`config.mk`:
```
export PLATFORM = sky130hd
export DESIGN_NAME = arf054b128e1r1w0cbbehraa4acw_bist_encoder
export DESIGN_NICKNAME = d
export VERILOG_FILES = /design/src/rtl/arf054b128e1r1w0cbbehraa4acw_bist_pkg.sv /design/src/rtl/arf054b128e1r1w0cbbehraa4acw_bist_onehot_chk.sv /design/src/rtl/arf054b128e1r1w0cbbehraa4acw_bist_encoder.sv
export SDC_FILE = /design/constraint.sdc
export NUM_CORES = 1
export LEC_CHECK = 0
export ABC_AREA = 1
export CAP_MARGIN = 30
export CELL_PAD_IN_SITES_DETAIL_PLACEMENT = 0
export CELL_PAD_IN_SITES_GLOBAL_PLACEMENT = 1
export CORE_ASPECT_RATIO = 0.7
export CORE_MARGIN = 4
export CORE_UTILIZATION = 30
export DETAILED_ROUTE_END_ITERATION = 10
export PLACE_DENSITY_LB_ADDON = 0.1
export SLEW_MARGIN = 20
export SYNTH_ARGS = -nofsm -noshare
export SYNTH_HDL_FRONTEND = slang
export SYNTH_SLANG_ARGS = --single-unit
export TNS_END_PERCENT = 1
```
`constraint.sdc`:
```
create_clock -name clk -period 1.7 [get_ports clk]
set_input_delay 0.34 -clock clk [delete_from_list [all_inputs] [get_ports clk]]
set_output_delay 0.34 -clock clk [all_outputs]
set_load 0.05 [all_outputs]
```
`src/rtl/arf054b128e1r1w0cbbehraa4acw_bist_pkg.sv`:
```
// Shared types and helpers for the BIST one-hot encoder: FSM states,
// default widths and the saturating counter increment.
package arf054b128e1r1w0cbbehraa4acw_bist_pkg;

    localparam int IN_WIDTH_DEF  = 128;
    localparam int OUT_WIDTH_DEF = 7;
    localparam int CNT_WIDTH_DEF = 8;

    localparam logic [1:0] ST_IDLE = 2'd0;
    localparam logic [1:0] ST_RUN  = 2'd1;
    localparam logic [1:0] ST_DONE = 2'd2;

    typedef enum logic [1:0] {
        IDLE = ST_IDLE,
        RUN  = ST_RUN,
        DONE = ST_DONE
    } bist_enc_state_t;

    // Increment that sticks at the all-ones value of a 'width'-bit counter.
    function automatic logic [31:0] sat_inc(input logic [31:0] cnt, input int unsigned width);
        logic [31:0] max_v;
        max_v = (width >= 32) ? 32'hFFFF_FFFF : ((32'd1 << width) - 32'd1);
        return (cnt == max_v) ? cnt : cnt + 32'd1;
    endfunction

endpackage

```
`src/rtl/arf054b128e1r1w0cbbehraa4acw_bist_onehot_chk.sv`:
```
// Combinational one-hot checker: lowest-set-bit index plus zero-hot and
// multi-hot flags. No state; the parent registers everything.
module arf054b128e1r1w0cbbehraa4acw_bist_onehot_chk
    import arf054b128e1r1w0cbbehraa4acw_bist_pkg::*;
#(
    parameter int IN_WIDTH  = IN_WIDTH_DEF,
    parameter int OUT_WIDTH = OUT_WIDTH_DEF
) (
    input  logic [IN_WIDTH-1:0]  in_onehot,
    output logic [OUT_WIDTH-1:0] bin,
    output logic                 zero,
    output logic                 multi
);

    // Scan from the top so the lowest set bit is the last one written.
    always_comb begin
        bin = '0;
        for (int i = IN_WIDTH - 1; i >= 0; i--) begin
            if (in_onehot[i]) begin
                bin = OUT_WIDTH'(i);
            end
        end
    end

    assign zero  = ~|in_onehot;
    // Clearing the lowest set bit leaves something only if more than one was set.
    assign multi = |(in_onehot & (in_onehot - IN_WIDTH'(1)));

endmodule

```
`src/rtl/arf054b128e1r1w0cbbehraa4acw_bist_encoder.sv`:
```
// BIST return-path one-hot to binary encoder with session FSM and verdict.
// Optional macro ARF054B128E1R1W0CBBEHRAA4ACW_BIST_ENC_ERRCNT_EN adds err_cnt/first_err_idx.
module arf054b128e1r1w0cbbehraa4acw_bist_encoder
    import arf054b128e1r1w0cbbehraa4acw_bist_pkg::*;
#(
    parameter int IN_WIDTH  = IN_WIDTH_DEF,
    parameter int OUT_WIDTH = OUT_WIDTH_DEF,
    parameter int CNT_WIDTH = CNT_WIDTH_DEF
) (
    input  logic                 clk,
    input  logic                 rst_b,
    input  logic                 bist_start,
    input  logic                 bist_stop,
    input  logic                 in_vld,
    input  logic [IN_WIDTH-1:0]  in_onehot,
    output logic                 out_vld,
    output logic [OUT_WIDTH-1:0] out_bin,
    output logic                 out_err,
    output logic                 bist_busy,
    output logic                 bist_done,
    output logic                 bist_fail,
`ifdef ARF054B128E1R1W0CBBEHRAA4ACW_BIST_ENC_ERRCNT_EN
    output logic [CNT_WIDTH-1:0] err_cnt,
    output logic [CNT_WIDTH-1:0] first_err_idx,
`endif
    output logic [CNT_WIDTH-1:0] smp_cnt
);

    if (IN_WIDTH != 2 ** OUT_WIDTH) begin : g_bad_width
        $error("IN_WIDTH must equal 2**OUT_WIDTH");
    end
    if (CNT_WIDTH < 1 || CNT_WIDTH > 32) begin : g_bad_cnt
        $error("CNT_WIDTH must be in 1..32");
    end

    bist_enc_state_t      state_q, state_d;
    logic                 out_vld_q;
    logic [OUT_WIDTH-1:0] out_bin_q;
    logic                 out_err_q;
    logic                 fail_q, fail_d;
    logic [CNT_WIDTH-1:0] smp_cnt_q, smp_cnt_d, smp_cnt_inc;

    logic [OUT_WIDTH-1:0] chk_bin;
    logic                 chk_zero, chk_multi, smp_err, run_smp;

    arf054b128e1r1w0cbbehraa4acw_bist_onehot_chk #(
        .IN_WIDTH  (IN_WIDTH),
        .OUT_WIDTH (OUT_WIDTH)
    ) u_chk (
        .in_onehot (in_onehot),
        .bin       (chk_bin),
        .zero      (chk_zero),
        .multi     (chk_multi)
    );

    assign smp_err     = chk_zero | chk_multi;
    // A restart takes priority over any sample arriving in the same cycle.
    assign run_smp     = (state_q == RUN) & in_vld & ~bist_start;
    assign smp_cnt_inc = CNT_WIDTH'(sat_inc(32'(smp_cnt_q), CNT_WIDTH));

    always_comb begin
        state_d = state_q;
        case (state_q)
            IDLE:    state_d = IDLE;
            RUN:     if (bist_stop) state_d = DONE;
            DONE:    state_d = IDLE;
            default: state_d = IDLE;
        endcase
        if (bist_start) begin
            state_d = RUN;
        end
    end

    always_comb begin
        smp_cnt_d = smp_cnt_q;
        fail_d    = fail_q;
        if (bist_start) begin
            smp_cnt_d = '0;
            fail_d    = 1'b0;
        end else if (run_smp) begin
            smp_cnt_d = smp_cnt_inc;
            fail_d    = fail_q | smp_err;
        end
    end

    always_ff @(posedge clk or negedge rst_b) begin
        if (!rst_b) begin
            state_q   <= IDLE;
            out_vld_q <= 1'b0;
            out_bin_q <= '0;
            out_err_q <= 1'b0;
            fail_q    <= 1'b0;
            smp_cnt_q <= '0;
        end else begin
            state_q   <= state_d;
            out_vld_q <= in_vld;
            out_err_q <= in_vld & smp_err;
            if (in_vld) begin
                out_bin_q <= chk_bin;
            end
            fail_q    <= fail_d;
            smp_cnt_q <= smp_cnt_d;
        end
    end

`ifdef ARF054B128E1R1W0CBBEHRAA4ACW_BIST_ENC_ERRCNT_EN
    logic [CNT_WIDTH-1:0] err_cnt_q, err_cnt_d;
    logic [CNT_WIDTH-1:0] first_err_q, first_err_d;

    // The first failing sample is recognised by the verdict still being clear.
    always_comb begin
        err_cnt_d   = err_cnt_q;
        first_err_d = first_err_q;
        if (bist_start) begin
            err_cnt_d   = '0;
            first_err_d = '0;
        end else if (run_smp & smp_err) begin
            err_cnt_d = CNT_WIDTH'(sat_inc(32'(err_cnt_q), CNT_WIDTH));
            if (!fail_q) begin
                first_err_d = smp_cnt_inc;
            end
        end
    end

    always_ff @(posedge clk or negedge rst_b) begin
        if (!rst_b) begin
            err_cnt_q   <= '0;
            first_err_q <= '0;
        end else begin
            err_cnt_q   <= err_cnt_d;
            first_err_q <= first_err_d;
        end
    end

    assign err_cnt       = err_cnt_q;
    assign first_err_idx = first_err_q;
`endif

    assign out_vld   = out_vld_q;
    assign out_bin   = out_bin_q;
    assign out_err   = out_err_q;
    assign bist_busy = (state_q == RUN);
    assign bist_done = (state_q == DONE);
    assign bist_fail = fail_q;
    assign smp_cnt   = smp_cnt_q;

endmodule

```
# After elaboration in Yosys (flattened, before gate mapping)

Index checks and enable logic that the tools add are counted.

Bits in registers: 20
Logic and storage cells: 161

$add $sub $neg: 2
Eq/ne operators: 5
Mux-type cells: 136
Bitwise gates (word level): 7
Reductions and logical operators: 5

Operator list:

| kind                    | count |
|---|---|
| $mux 7                  | 128 |
| $reduce_or 128->1       | 2 |
| $and 128x128->128       | 1 |
| $sub 128x1->128 const B | 1 |
| $mux 8                  | 3 |
| $add 8x1->8 const B     | 1 |
| $eq 8x8->1 const B      | 1 |
| $mux 2                  | 3 |
| $and 1x1->1             | 3 |
| $ne 3x3->1 const B      | 1 |
| $eq 2x1->1 const B      | 1 |
| $eq 2x2->1 const B      | 1 |
| $mux 1                  | 2 |
| $ne 2x2->1 const B      | 1 |
| $or 1x1->1              | 2 |
| $reduce_and 2->1        | 1 |
| $reduce_bool 2->1       | 1 |
| $logic_not 1->1         | 1 |
| $not 1->1               | 1 |

# Logic depth before layout (Yosys ltp)

Gate-level depths: netlist of run 1.

Word-level depth: 128
Depth in mapped cells: 125

# Cells and area by module

A second synthesis of run 1 with hierarchy kept.

Cell total of the unflattened synthesis: 977
Area total of the unflattened synthesis: 4,633.2 um2

By module, submodules not included:

| module                                       | times used | cells an instance | area each (um2) | seq. area each (um2) |
|---|---|---|---|---|
| arf054b128e1r1w0cbbehraa4acw_bist_onehot_chk | 1          | 857               | 3,658.5         | 0.0 |
| arf054b128e1r1w0cbbehraa4acw_bist_encoder    | 1          | 120               | 974.7           | 500.5 |

# Worst setup path after synthesis of run 1

No wires, ideal clock.

Path kind: input port to flip-flop
From: in in_onehot[126]
To: reg out_bin_q[0], in the netlist out_bin[0]
Setup time: 0.118 ns
Data arrival time: 5.534 ns
Required time: 1.582 ns
Setup slack: -3.952 ns
Stages: 125
Buffers on the path: 0
Cells stage by stage: inv_1 > nand2_1 > nand2_1 > nand2_1 > nand2_1 > nand2_1 > nand2_1 > nand2_1 > nand2_1 > nand2_1 > nand2_1 > nand2_1 > nand2_1 > nand2_1 > nand2_1 > nand2_1 > nand2_1 > nand2_1 > [89 not listed] > nand2_1 > nand2_1 > nand2_1 > nand2_1 > nand2_1 > nand2_1 > nand2_1 > nand2_1 > nand2_1 > nand2_1 > nand2_1 > nand2_1 > nand2_1 > nand2_1 > nand2_1 > nand2_1 > nand2_1 > nand2_1

Cells in the longest elaborated chain, start to end: 127

Ends and longest elaborated chain:

| what                  | RTL line                                           | RTL |
|---|---|---|
| from (decl)           | arf054b128e1r1w0cbbehraa4acw_bist_encoder.sv:15    | `input logic [IN_WIDTH-1:0] in_onehot,` |
| $mux 7 (127 in a row) | arf054b128e1r1w0cbbehraa4acw_bist_onehot_chk.sv:19 | `if (in_onehot[i]) begin` |
| to (signal assigned)  | arf054b128e1r1w0cbbehraa4acw_bist_encoder.sv:99    | `out_bin_q <= chk_bin;` |
| to (decl)             | arf054b128e1r1w0cbbehraa4acw_bist_encoder.sv:38    | `logic [OUT_WIDTH-1:0] out_bin_q;` |

No other way between the ends.
A chain may end at the register's enable or synchronous reset.

# Worst setup path in the final report of run 1

From: in in_onehot[119]
To: reg fail_q, in the netlist bist_fail

Cells in the longest elaborated chain, start to end: 7
Elaborated cells between the ends (all ways): 9
Classes of those cells: add/sub: 1; mux: 2; bitwise: 3; reduce/logical: 3

Ends and longest elaborated chain:

| what                 | RTL line                                           | RTL |
|---|---|---|
| $sub 128x1->128      | arf054b128e1r1w0cbbehraa4acw_bist_onehot_chk.sv:27 | `assign multi = \|(in_onehot & (in_onehot - IN_WIDTH'(1)));` |
| $and 128x128->128    | arf054b128e1r1w0cbbehraa4acw_bist_onehot_chk.sv:27 |  |
| $reduce_or 128->1    | arf054b128e1r1w0cbbehraa4acw_bist_onehot_chk.sv:27 |  |
| $or 1x1->1 *         | arf054b128e1r1w0cbbehraa4acw_bist_encoder.sv:56    | `assign smp_err = chk_zero \| chk_multi;` |
| $or 1x1->1 *         | arf054b128e1r1w0cbbehraa4acw_bist_encoder.sv:82    | `fail_d = fail_q \| smp_err;` |
| $mux 1 *             | arf054b128e1r1w0cbbehraa4acw_bist_encoder.sv:80    | `end else if (run_smp) begin` |
| $mux 1 *             | arf054b128e1r1w0cbbehraa4acw_bist_encoder.sv:77    | `if (bist_start) begin` |
| to (signal assigned) | arf054b128e1r1w0cbbehraa4acw_bist_encoder.sv:101   | `fail_q <= fail_d;` |
| to (decl)            | arf054b128e1r1w0cbbehraa4acw_bist_encoder.sv:40    | `logic fail_q, fail_d;` |

Every way passes the cells marked *; elsewhere a longest branch is shown, timed or not. The select of a mux whose other input is x is not followed.

==> out/metrics.yaml, run 1 <==
status: "complete, but fails checks"
postRouteAntennaNets: 0
grt_pass1_wl_um: 33500
dr_wl_met3_um: 1280
antenna_found_initial: 0
finalWirelength_um: 20400
dieArea_um2: 17800
layout_commonest_cell: "buf_4"
placementRows: 38
combPwrFrac: 0.615
synth.distinct_cells: 31
final_hold_viol_count: 0
p_switching_mw: 0.892
required_ps: 1890
cts_tree: "built"
final_cells: 1766
cp.arrival_ps: 6500
cts_hold_buf: 0
finalCritPeriodShare: 3.72
holdCritStartpoint: "in_vld"
critPathCaptureType: "flop"
drtIter0Drc: 457
violations: "negative setup slack"
slew_viol_final: 0
holdPathEnd: "out_vld"
ir_drop_mv: 0.332
synth.cell_area_um2: 4720
p_int_mw: 1.78
syn_avg_cell_area_um2: 4.76
async_flop_share: 1.00
die_w_um: 158
clockRootBuffer: "clkbuf_16"
firstDrtPassIters: 5
syn_nets: 1124
dr_wl_met2_um: 8230
routed-via-count: 7789
ys.flop_type: "dfrtp_1"
worstRegToRegCells: 11
grt_max_degree: 21
dp_slack_ps: -5200
power_density_nw_per_um2: 273
place.gp.congestion: 0.925
r2r_slack_ps: 70
synth_seq_area_share: 0.106
crit_type: "in2reg"
portBuffers: 152
rr_startpoint: "smp_cnt[5]"
synth-seq-cells: 20
htreeDepth: 1
dpl.hpwl_um: 17300
cpMostUsedCell: "buf_4"
cts.sinks: 20
pin_count: 153
finalNetCount: 1701
worst_slack_ps: -4620
grt.overflow.total: 0
slowest_delay_ps: 250
wire_per_inst_um: 11.5
cp_max_fo: 2
drcViolationCount: 0
fin_skew_ps: 1.51
seq_power_share: 0.188
cap_viol_max_count: 0
insertion_delay_ps: 250
final_cell_mix: "buf_4 (440), nand2_1 (244), inv_1 (220)"
crit_slowest_cell: "dlygate4sd2_1"
leakage_nw: 5.13
wl_met1_um: 10800
drive_above_1_share: 0.320
finalSetupViolCount: 9
diodes: 0
whs_path_depth: 2
clkTransAtPathRegs_ps: 60
first_global_vias: 7427
syn2layout_area_growth_pct: 108
dp_cells: 1721
worstHoldPathType: "in2reg"
finalPower_mw: 2.68
synth-edff-count: 0
ys_warn_count: 0
cts_buffers: 3
via_per_inst: 4.41
worstMarginPinSlew_ps: 696
clk_path_buf_depth: 2
p_clk_frac: 0.197
coreArea_um2: 15500
die_h_um: 113
r2r_end: "smp_cnt[7]"
max_freq_mhz: 158
slew_headroom: 0.530
switching_share: 0.333
layout_min_cycle_time_ps: 6320
fillCellCount: 1532
start_util: 0.305
start_kind: "input pin"
grt_usage: 0.222
rsz0062_at_grt: "yes"
synthCells: 990
highest_layer: "met4"
kinds of logic after synthesis:
group                    share of synthesized area
AO/OA/AOI/OAI                                0.186
adder cells (fa/ha/maj)                    0.00265
flip-flops                                   0.106
AND/OR/NAND/NOR                              0.496
buffers and inverters                        0.208
power groups by stage:
stage,clock network (mW),logic (mW),registers (mW)
floorplan,0,0.459,0.557
global route,0.576,1.81,0.505
detailed placement,0,1.54,0.512
finish,0.527,1.65,0.503
CTS,0.538,1.62,0.503
global placement,0,1.53,0.511
stage by stage:
stage	instance area (µm²)	setup TNS, ps	utilization	hold slack [ps]
after global placement	9320	-24560	0.603	472
after detailed placement	9320	-24680	0.603	479
final	9820	-20340	0.635	446
after global routing	9820	-23740	0.635	448
after CTS	9780	-19660	0.633	453
after floorplan	4720	-13870	-	44.4
sequential cells by signal (all words and copies together), names as in the netlist:
name / cells
state_q: 2
out_vld: 1
bist_fail: 1
out_bin: 7
out_err: 1
smp_cnt: 8
worst max-delay path by stage:
| stage | from | slack [ps] | depth (start not counted) | to |
|---|---|---|---|---|
| 6_report | in_onehot[119] | -4620 | 51 | bist_fail |
| 5_1_grt | in_onehot[126] | -5850 | 126 | out_bin[0] |
| 4_1_cts | in_onehot[125] | -4570 | 125 | out_bin[0] |
| 3_5_place_dp | in_onehot[126] | -5200 | 126 | out_bin[0] |
| 3_3_place_gp | in_onehot[126] | -5190 | 126 | out_bin[0] |
| 2_1_floorplan | in_onehot[126] | -3950 | 125 | out_bin[0] |
worst max-delay path, delay by kind of cell:
family,cells,cell delay [ps]
buffers and inverters,43,5350
AOI/OAI and AO/OA,4,510
and+or+nand+nor,4,290
area by class of cell:
class / instances / area (µm²) / share of cell area
clock buffers: 4 / 88.8 / 0.00905
inverters: 246 / 980 / 0.0998
repair buffers: 573 / 4650 / 0.474
well taps: 200 / 250 / 0.0255
flip-flops and latches: 20 / 500 / 0.0510
multi-input cells: 723 / 3340 / 0.341
what timing repair did:
action	in CTS	in global routing
gates resized for setup	57	18
pin swaps	3	3
buffers inserted	41	0
gates cloned	0	0
endpoints found under the setup margin	10	14
metal layers:
layer,GRT usage,vias up
li1,-,4267
met1,0.348,3299
met2,0.346,217
met3,0.0214,6
met4,0.00917,0
met5,0,-
cell usage after synthesis (7+ instances only):
| cell type | number | share of area |
|---|---|---|
| nand2_1 | 247 | 0.20 |
| inv_1 | 222 | 0.18 |
| nor2_1 | 222 | 0.18 |
| o21ai_0 | 59 | 0.063 |
| a21oi_1 | 40 | 0.042 |
| nor3_1 | 32 | 0.034 |
| nand3_1 | 31 | 0.033 |
| nand4_1 | 27 | 0.036 |
| dfrtp_1 | 20 | 0.11 |
| inv_2 | 16 | 0.013 |
| nor4_1 | 11 | 0.015 |
| o2111ai_1 | 7 | 0.013 |
| o22ai_1 | 7 | 0.0093 |
Power figures use the tool's default switching activity.
==> run 2: changes to the inputs <==
--- a/config.mk
+++ b/config.mk
@@ -6,13 +6,14 @@
 export NUM_CORES = 1
 export LEC_CHECK = 0
 export ABC_AREA = 1
-export CAP_MARGIN = 30
+export CAP_MARGIN = 20
 export CELL_PAD_IN_SITES_DETAIL_PLACEMENT = 0
 export CELL_PAD_IN_SITES_GLOBAL_PLACEMENT = 1
 export CORE_ASPECT_RATIO = 0.7
 export CORE_MARGIN = 4
 export CORE_UTILIZATION = 30
 export DETAILED_ROUTE_END_ITERATION = 10
+export HOLD_SLACK_MARGIN = 0.15
 export PLACE_DENSITY_LB_ADDON = 0.1
 export SLEW_MARGIN = 20
 export SYNTH_ARGS = -nofsm -noshare
==> results of run 2 <==
The final DEF is identical to that of run 1; final timing and power are the same.
==> run 3: changes to the inputs <==
--- a/config.mk
+++ b/config.mk
@@ -12,6 +12,7 @@
 export CORE_ASPECT_RATIO = 0.7
 export CORE_MARGIN = 4
 export CORE_UTILIZATION = 30
+export CTS_CLUSTER_DIAMETER = 80
 export DETAILED_ROUTE_END_ITERATION = 10
 export HOLD_SLACK_MARGIN = 0.15
 export PLACE_DENSITY_LB_ADDON = 0.1
==> results of run 3 <==
The final DEF is identical to that of run 1; final timing and power are the same.
